[src/rtl/step_activity_monitor.sv]
// Step activity monitor: turns the step counter's running total into a
// per-second step rate, distance in half-miles, an early-window count of
// brisk seconds, and accumulated high-activity time.
module step_activity_monitor #(
  parameter int unsigned CLK_HZ        = 100_000_000,
  parameter int unsigned HALF_MI_SHIFT = 10,
  parameter int unsigned HI_RATE       = 32,
  parameter int unsigned WINDOW_SEC    = 9,
  parameter int unsigned HA_RATE       = 64,
  parameter int unsigned HA_MIN_SEC    = 60
) (
  input  logic        clk,
  input  logic        reset,
  input  logic        startCount,
  input  logic [15:0] stepCount,
  output logic [15:0] stepRate,
  output logic [15:0] distance,
  output logic [3:0]  secOverThresh,
  output logic [15:0] highActTime,
  output logic        secTick
);

  localparam int unsigned DIV_W = (CLK_HZ > 1) ? $clog2(CLK_HZ) : 1;
  // run only has to hold 0..HA_MIN_SEC-1; the crediting second leaves CAND
  localparam int unsigned RUN_W = (HA_MIN_SEC > 1) ? $clog2(HA_MIN_SEC) : 1;

  localparam logic [DIV_W-1:0] DIV_LAST  = DIV_W'(CLK_HZ - 1);
  localparam logic [RUN_W-1:0] RUN_LAST  = RUN_W'(HA_MIN_SEC - 1);
  localparam logic [15:0]      HI_RATE_V = 16'(HI_RATE);
  localparam logic [15:0]      WINDOW_V  = 16'(WINDOW_SEC);
  localparam logic [16:0]      HA_RATE_V = 17'(HA_RATE);
  localparam logic [16:0]      HA_MIN_V  = 17'(HA_MIN_SEC);

  typedef enum logic [1:0] {
    HA_IDLE,
    HA_CAND,
    HA_ACTIVE
  } ha_state_t;

  logic [15:0]      s1;
  logic [15:0]      s2;
  logic [15:0]      stable_count;
  logic [DIV_W-1:0] div_q;
  logic             tick;
  logic             stage2_q;
  logic             sec_tick_q;
  logic [15:0]      step_rate_q;
  logic [15:0]      prev_count_q;
  logic [15:0]      sec_idx_q;
  logic [3:0]       sec_over_q;
  ha_state_t        ha_q;
  ha_state_t        ha_d;
  logic [RUN_W-1:0] run_q;
  logic [RUN_W-1:0] run_d;
  logic [15:0]      hat_q;
  logic [15:0]      hat_d;
  logic             is_ha;

  function automatic logic [15:0] sat_add(input logic [15:0] a, input logic [16:0] b);
    logic [16:0] sum;
    sum = {1'b0, a} + b;
    return sum[16] ? 16'hFFFF : sum[15:0];
  endfunction

  assign tick = (div_q == DIV_LAST);
  // rate + 1 > HA_RATE is rate >= HA_RATE, kept as a live compare for HA_RATE = 0
  assign is_ha = (({1'b0, step_rate_q} + 17'd1) > HA_RATE_V);

  // Two-flop synchroniser; only a value seen identically on both flops is trusted
  always_ff @(posedge clk or negedge reset) begin
    if (!reset) begin
      s1           <= '0;
      s2           <= '0;
      stable_count <= '0;
    end else if (!startCount) begin
      s1           <= '0;
      s2           <= '0;
      stable_count <= '0;
    end else begin
      s1 <= stepCount;
      s2 <= s1;
      if (s2 == s1) begin
        stable_count <= s2;
      end
    end
  end

  // One-second divider and the two-stage pipeline flags that follow a tick
  always_ff @(posedge clk or negedge reset) begin
    if (!reset) begin
      div_q      <= '0;
      stage2_q   <= 1'b0;
      sec_tick_q <= 1'b0;
    end else if (!startCount) begin
      div_q      <= '0;
      stage2_q   <= 1'b0;
      sec_tick_q <= 1'b0;
    end else begin
      div_q      <= tick ? '0 : div_q + 1'b1;
      stage2_q   <= tick;
      sec_tick_q <= stage2_q;
    end
  end

  // Stage 1: capture the last second's rate and advance the elapsed-second count
  always_ff @(posedge clk or negedge reset) begin
    if (!reset) begin
      step_rate_q  <= '0;
      prev_count_q <= '0;
      sec_idx_q    <= '0;
    end else if (!startCount) begin
      step_rate_q  <= '0;
      prev_count_q <= '0;
      sec_idx_q    <= '0;
    end else if (tick) begin
      step_rate_q  <= stable_count - prev_count_q;
      prev_count_q <= stable_count;
      if (sec_idx_q != 16'hFFFF) begin
        sec_idx_q <= sec_idx_q + 16'd1;
      end
    end
  end

  // Stage 2: count brisk seconds inside the opening window, frozen afterwards
  always_ff @(posedge clk or negedge reset) begin
    if (!reset) begin
      sec_over_q <= '0;
    end else if (!startCount) begin
      sec_over_q <= '0;
    end else if (stage2_q && (sec_idx_q <= WINDOW_V) && (step_rate_q > HI_RATE_V)) begin
      sec_over_q <= sec_over_q + 4'd1;
    end
  end

  // High-activity FSM state, run length and credited time
  always_ff @(posedge clk or negedge reset) begin
    if (!reset) begin
      ha_q  <= HA_IDLE;
      run_q <= '0;
      hat_q <= '0;
    end else if (!startCount) begin
      ha_q  <= HA_IDLE;
      run_q <= '0;
      hat_q <= '0;
    end else begin
      ha_q  <= ha_d;
      run_q <= run_d;
      hat_q <= hat_d;
    end
  end

  // High-activity next state: a run earns credit only once it reaches HA_MIN_SEC
  always_comb begin
    ha_d  = ha_q;
    run_d = run_q;
    hat_d = hat_q;
    if (stage2_q) begin
      unique case (ha_q)
        HA_IDLE: begin
          if (is_ha) begin
            if (HA_MIN_SEC <= 1) begin
              hat_d = sat_add(hat_q, HA_MIN_V);
              run_d = '0;
              ha_d  = HA_ACTIVE;
            end else begin
              run_d = RUN_W'(1);
              ha_d  = HA_CAND;
            end
          end
        end
        HA_CAND: begin
          if (is_ha) begin
            if (run_q == RUN_LAST) begin
              hat_d = sat_add(hat_q, HA_MIN_V);
              run_d = '0;
              ha_d  = HA_ACTIVE;
            end else begin
              run_d = run_q + 1'b1;
            end
          end else begin
            run_d = '0;
            ha_d  = HA_IDLE;
          end
        end
        HA_ACTIVE: begin
          if (is_ha) begin
            hat_d = sat_add(hat_q, 17'd1);
          end else begin
            ha_d = HA_IDLE;
          end
        end
        default: begin
          run_d = '0;
          ha_d  = HA_IDLE;
        end
      endcase
    end
  end

  assign stepRate      = step_rate_q;
  assign distance      = stable_count >> HALF_MI_SHIFT;
  assign secOverThresh = sec_over_q;
  assign highActTime   = hat_q;
  assign secTick       = sec_tick_q;

endmodule
[config.mk]
export PLATFORM = sky130hd
export DESIGN_NAME = step_activity_monitor
export DESIGN_NICKNAME = d
export VERILOG_FILES = /design/src/rtl/step_activity_monitor.sv
export SDC_FILE = /design/constraint.sdc
export NUM_CORES = 1
export LEC_CHECK = 0
export ABC_AREA = 1
export CELL_PAD_IN_SITES_DETAIL_PLACEMENT = 0
export CELL_PAD_IN_SITES_GLOBAL_PLACEMENT = 1
export CORE_UTILIZATION = 43
export CTS_CLUSTER_DIAMETER = 80
export DETAILED_ROUTE_END_ITERATION = 6
export PLACE_DENSITY = 0.78
export SETUP_SLACK_MARGIN = 0.02
export SYNTH_ARGS = -nofsm -noshare
export SYNTH_HDL_FRONTEND = slang
export SYNTH_SLANG_ARGS = --single-unit
[constraint.sdc]
create_clock -name clk -period 2.27 [get_ports clk]
set_input_delay 0.454 -clock clk [delete_from_list [all_inputs] [get_ports clk]]
set_output_delay 0.454 -clock clk [all_outputs]
set_load 0.01 [all_outputs]
==> metrics.cfg <==
[hold_path]
min_path_type=in2reg

[timing]
number_of_max_slew_violations_in_the_final_report=0
setup-violations-final=0
layout_worst_path_cycle_share_pct=89.2
rsz0062_at_grt=no
worst_clock_skew_ns=0.00975
hold_viol_final=0
final.setup.tns_ns=0
slew_headroom_pct=46.9
fmaxAchievable_ghz=0.494
timing.final.crit_period_ns=2.02
worstMarginPinSlew_ns=0.797

[setup_path]
critical_path_buf_inv_count=1
timing.critical_path.arrival_ns=2.39
crit_top_cell=sky130_fd_sc_hd__nand2_2
largest_driver_fanout_on_the_critical_path=27
cpPeakStageDelay_ns=0.38
timing.setup.critical_path_class=reg2reg
crit_chain=ha_1 -> nand2_2 -> nor2_4 -> nand2_2 -> nor3_2 -> nand2_2 -> nand2_4 -> nand2_8 -> inv_1 -> nand2_1 -> nand2_1
cp-start-kind=register
critical_path.top_delay_family=simple AND/OR/NAND/NOR gates
critical-path-slowest-cell=sky130_fd_sc_hd__dfrtp_1
crit_path_end_kind=register
critPathRequiredTime_ns=2.64

[floorplanning]
die_x_um=148
io_pins=72
placement_rows=52
die_area_mm2=0.0218
fp.coreArea_mm2=0.0206
start_util_pct=44.4
fp.dieH_um=148

[clocking]
cts_root_buf=sky130_fd_sc_hd__clkbuf_16
cts-root-to-sink-buffers=2
post_cts_setup_buffer_count=0
cts.htree.levels=4
cts_buffer_count=17
clock_sinks=153
clk_pin_slew_worst_paths_ns=0.07
worst_skew_pair_latency_ns=0.43
tritoncts=yes

[power_and_ir_drop]
p_per_area_mw_per_mm2=613
p_leak_nw=5.42
peakVddDrop_v=0.000499

[layout]
mostFrequentLayoutCells=391 x sky130_fd_sc_hd__nand2_1, 153 x sky130_fd_sc_hd__dfrtp_1, 152 x sky130_fd_sc_hd__inv_1, 120 x sky130_fd_sc_hd__nor2_1, 113 x sky130_fd_sc_hd__nand3_1
antennaDiodeCount=0
drive_above_1_share_pct=6.97
layout-area-overhead-vs-synth_pct=16.3
post_layout_nonfiller_instances=1604
layout_commonest_cell=sky130_fd_sc_hd__nand2_1
layout.nets=1365

[synthesis]
async_flop_share_pct=100
yosys.cell_types.count=38
synthCells=1255
postSynth.topFlopCell=sky130_fd_sc_hd__dfrtp_1
register_area_share_after_synthesis_pct=41.9
synth_enable_flop_cells=0
netlist_area_mm2=0.00914
ys.warnings.count=0
post_syn_area_per_cell_um2=7.28
total_of_flip_flops_plus_latches_after_synthesis=153

[run]
cap_viol_max_count=0

[placed_design]
gpl_wtd_cong=0.836
numPlacedInstances=1571
port_buffers=61
dp_hpwl_mm=15.7

[route]
drt-vias-per-instance=4.89
detailedRoute.firstIterationViolations=390
drtPass1Iterations=5
routed-via-count=7851
wire_per_inst_um=13.3
drc=0
drtAntennaViolNets=0
post_route_wl_mm=21.4

[grt]
antenna_found_initial=0
maximum_number_of_pins_on_one_net_before_global_route_repair=82
grt_first_pass_wirelength_mm=36.3
global_route.overflow_total=0
globalRouteTotalUtil_pct=20.8
first_global_vias=7367

[outcome]
status=complete, no violations

through the flow:
step | area [µm²] | setup WS, ns | hold slack (ns) | utilization (%) | power (mW)
after CTS | 10600 | 0.161 | 0.465 | 51.6 | 6.57
after floorplan | 9170 | 0.557 | 0.158 | - | 3.41
final | 10600 | 0.246 | 0.473 | 51.7 | 6.51
after global placement | 10000 | 0.220 | 0.439 | 48.7 | 3.74
after global routing | 10600 | 0.0226 | 0.476 | 51.7 | 6.83
after detailed placement | 10000 | 0.168 | 0.446 | 48.7 | 3.74
cell families (layout without fill, tap and decap cells):
| family | Yosys count | count (layout) | synth area share (%) |
|---|---|---|---|
| xor+xnor | 49 | 49 | 4.70 |
| fa+ha+maj | 25 | 25 | 3.51 |
| other cells | 1 | 10 | 0.0410 |
| simple gates | 722 | 722 | 34.0 |
| compound gates | 103 | 103 | 6.30 |
| buf+inv | 202 | 272 | 9.57 |
| flops | 153 | 153 | 41.9 |
flip-flops by register name, indices dropped and copies added (netlist names), 6 cells and up:
register	cells
highActTime	16
s1	16
div_q	27
stable_count	16
prev_count_q	16
sec_idx_q	16
run_q	6
s2	16
stepRate	16
power breakdown:
group	total (mW)	switching (mW)	leakage, nW	internal [mW]
combinational	0.777	0.470	3.04	0.307
sequential	2.91	0.102	2.10	2.81
clock	2.82	1.35	0.278	1.47
total	6.51	1.92	5.42	4.59
worst register-to-register path: stages, from the launching register on:
cell and delay (ns):
sky130_fd_sc_hd__dfrtp_1 0.38, sky130_fd_sc_hd__ha_1 0.19, sky130_fd_sc_hd__nand2_2 0.08, sky130_fd_sc_hd__nor2_4 0.12
sky130_fd_sc_hd__nand2_2 0.11, sky130_fd_sc_hd__nor3_2 0.19, sky130_fd_sc_hd__nand2_2 0.16, sky130_fd_sc_hd__nand2_4 0.24
sky130_fd_sc_hd__nand2_8 0.19, sky130_fd_sc_hd__inv_1 0.18, sky130_fd_sc_hd__nand2_1 0.07, sky130_fd_sc_hd__nand2_1 0.05
metal layers:
layer / track usage (%) / vias up / part of all wire, %
met4: 4.33 / 0 / 0.77
met5: 0 / - / 0
li1: - / 4089 / -
met1: 29.4 / 3619 / 50
met2: 33.7 / 128 / 46
met3: 3.15 / 15 / 3.0
timing repair:
item / in CTS / in global routing
gates resized for setup: 0 / 1
hold buffers: 1 / 0
setup endpoints to repair: 0 / 5
endpoints found under the hold margin: 14 / 0
worst paths after layout:
path,end,startpoint,cells past startpoint,slack [ns]
setup / recovery,sec_idx_q[12],div_q[0],11,0.25
hold reg to reg,div_q[0],div_q[0],1,0.48
setup reg to reg,sec_idx_q[12],div_q[0],11,0.25
hold / removal,div_q[17],startCount,3,0.47
max in group asynchronous,prev_count_q[11],reset,3,1.05
min in group asynchronous,div_q[9],reset,2,0.54
cell type report:
type / count / area (µm²)
fillers: 2067 / 9940
multi-input cells: 909 / 4480
flip-flops and latches: 153 / 3830
repair buffers: 85 / 815
inverters: 155 / 582
clock buffers: 17 / 425
well taps: 270 / 338
clock inverters: 15 / 158
cell usage after synthesis (2+ instances only):
cell type,count,share of area (%)
sky130_fd_sc_hd__inv_2,3,0.12
sky130_fd_sc_hd__inv_1,152,6.2
sky130_fd_sc_hd__dfrtp_1,153,42
sky130_fd_sc_hd__ha_1,24,3.3
sky130_fd_sc_hd__nand2_4,2,0.25
sky130_fd_sc_hd__or2_2,4,0.27
sky130_fd_sc_hd__buf_6,5,0.62
sky130_fd_sc_hd__o21ai_2,11,1.1
sky130_fd_sc_hd__buf_2,9,0.49
sky130_fd_sc_hd__nor3_1,30,1.6
sky130_fd_sc_hd__nor2_2,3,0.21
sky130_fd_sc_hd__nand2_2,7,0.48
sky130_fd_sc_hd__and2_1,3,0.21
sky130_fd_sc_hd__buf_4,18,1.5
sky130_fd_sc_hd__xor2_1,24,2.3
sky130_fd_sc_hd__nor2_4,4,0.49
sky130_fd_sc_hd__clkbuf_1,14,0.58
sky130_fd_sc_hd__xnor2_1,25,2.4
sky130_fd_sc_hd__o21ai_0,53,2.9
sky130_fd_sc_hd__o21ai_1,6,0.33
sky130_fd_sc_hd__nor2_1,120,4.9
sky130_fd_sc_hd__o22ai_1,4,0.27
sky130_fd_sc_hd__nand2_1,391,16
sky130_fd_sc_hd__o21a_1,2,0.16
sky130_fd_sc_hd__nor3_2,2,0.22
sky130_fd_sc_hd__nand3_1,113,6.2
sky130_fd_sc_hd__nand3b_1,7,0.58
sky130_fd_sc_hd__nand4_1,34,2.3
sky130_fd_sc_hd__a21oi_1,23,1.3
(Power assumes the default switching activity.)
==> variant: new RTL, same settings <==
Re-encode `ha_state_t` (3 states) as one-hot, 3 bits wide.
--- a/src/rtl/step_activity_monitor.sv
+++ b/src/rtl/step_activity_monitor.sv
@@ -31,10 +31,10 @@
   localparam logic [16:0]      HA_RATE_V = 17'(HA_RATE);
   localparam logic [16:0]      HA_MIN_V  = 17'(HA_MIN_SEC);
 
-  typedef enum logic [1:0] {
-    HA_IDLE,
-    HA_CAND,
-    HA_ACTIVE
+  typedef enum logic [2:0] {
+    HA_IDLE   = 3'b001,
+    HA_CAND   = 3'b010,
+    HA_ACTIVE = 3'b100
   } ha_state_t;
 
   logic [15:0]      s1;
Formal check against the unedited RTL: no difference found for any inputs over 10 cycles, from zero or initial values and one cycle with reset low; not proved beyond that.
==> variant against the original RTL <==
- total power increased by 5.6%
- cell area is 2.4% higher
- sequential share of layout area is 0.60 points lower
- synthesized area rose by 1.7%
- first-iteration DRC count up 1.3%
- routed wire length grew 7.3%
- sequential cell count increased by 1
- largest power group unchanged
- critical path type is now flop to output pin
- via count increased by 3.6%
- non-clock buffer count rose by 13
- worst setup slack worse by 0.048 ns
==> variant: results (changes against the original RTL) <==
met2 Track Usage GR 36.3% (+2.6 points); chip width 149 um (+0.84%); vias in the first global route 7860 (+6.7%); met3 Use GR 3.49% (+0.34 points); Clock Power Share 41.1% (-2.3 points); worst hold path type flop to flop; peak supply drop 0.000516 V (+3.5%); fin nets 1409 (+3.2%); Slew @ Worst Pin 0.608 ns (-0.189 ns); switching pwr 1.94 mW (+1.0%); global-route wire length before repair 39.2 mm (+7.9%); r2r setup slk 0.29 ns (+0.04 ns); placed cell count 1618 (+3.0%); Total GRT Usage 22.3% (+1.5 points); GP Congestion 0.869 (+4.0%); clock buffers 19 (+2); Synth top cells by count 407 x nand2_1, 154 x inv_1, 153 x dfrtp_1, 130 x nor2_1, 127 x nand3_1; #FFs+latches synth 154 (+0.65%); Worst Hold Slack 0.482 ns (+0.00938 ns); Mapped Cells 1289 (+2.7%); DP Wirelength 17.0 mm (+8.2%); HP Start s1[9]; Seq/Total Area, Yosys 41.5% (-0.42 points); Crit path arrival time 1.62 ns (-0.77 ns); vias per inst 4.92 (+0.61%); Worst Hold Path EP s2[9]; Met1 Routed Length 11.5 mm (+7.9%); ClkCell Share 5.37% (-0.12 points); metal2 WL 10.6 mm (+6.4%); Leak Pwr 5.52 nW (+1.9%); ranking of synthesized cells by area dfrtp_1 41%, nand2_1 16%, nand3_1 6.8%; DR iter-0 viols 395 (+1.3%); routed wire length 23.0 mm (+7.3%); M1 GR Usage 31.2% (+1.7 points); status finished clean; FF/Latch Area 3850 sq um (+0.69%); Comb group 1.08 mW (+39%); worst-path fanout max 7 (-74%); Non-clock buffer share 8.62% (+0.95 points); CP top delay family buffers and inverters; met3 routed WL 644 um (+1.9%); Yosys cell types 40 (+5.3%); reg2reg end sec_idx_q[3]; Worst path slowest cell clkdlybuf4s50_1; DP Area 10300 sq um (+2.4%); Post-Place Setup Slack 0.210 ns (+0.0423 ns); vias post-DR 8135 (+3.6%); Post-Route Skew 0.0122 ns (+0.00243 ns); fraction of layout cells with a size suffix above 1 7.41% (+0.44 points); fraction of the mapped netlist area in adder cells 3.45% (-0.059 points); largest net degree at the start of global routing 54 (-34%); XOR/XNOR share of the synthesized area 4.15% (-0.55 points); sequential share of cell area 35.4% (-0.60 points); hold path depth 2 (-1)
variant: changes by cell type after synthesis, moves of 6 or more:
cell / before / now
nand2_1: 391 / 407
nand2_2: 7 / 1
nand3_1: 113 / 127
nand4_1: 34 / 42
nor2_1: 120 / 130
nor3_1: 30 / 23
o21ai_0: 53 / 43
o21ai_1: 6 / 14
xnor2_1: 25 / 18
variant: what timing repair did:
action / in CTS / in global routing
buffers inserted: 0 / 2
endpoints found under the hold margin: 33 / 0
setup endpoints to repair: 0 / 6
hold buffers: 1 / 0
gates resized for setup: 0 / 1
variant: worst max path at each step:
stage | cells past startpoint | from | to | slack (ns)
after detailed placement | 12 | highActTime[2] | highActTime[9] | 0.21
after global routing | 8 | highActTime[9] | highActTime[4] | 0.04
after global placement | 12 | highActTime[2] | highActTime[9] | 0.24
after floorplan | 12 | highActTime[2] | highActTime[9] | 0.52
final | 2 | highActTime[4] | highActTime[4] | 0.20
after CTS | 2 | highActTime[4] | highActTime[4] | 0.18
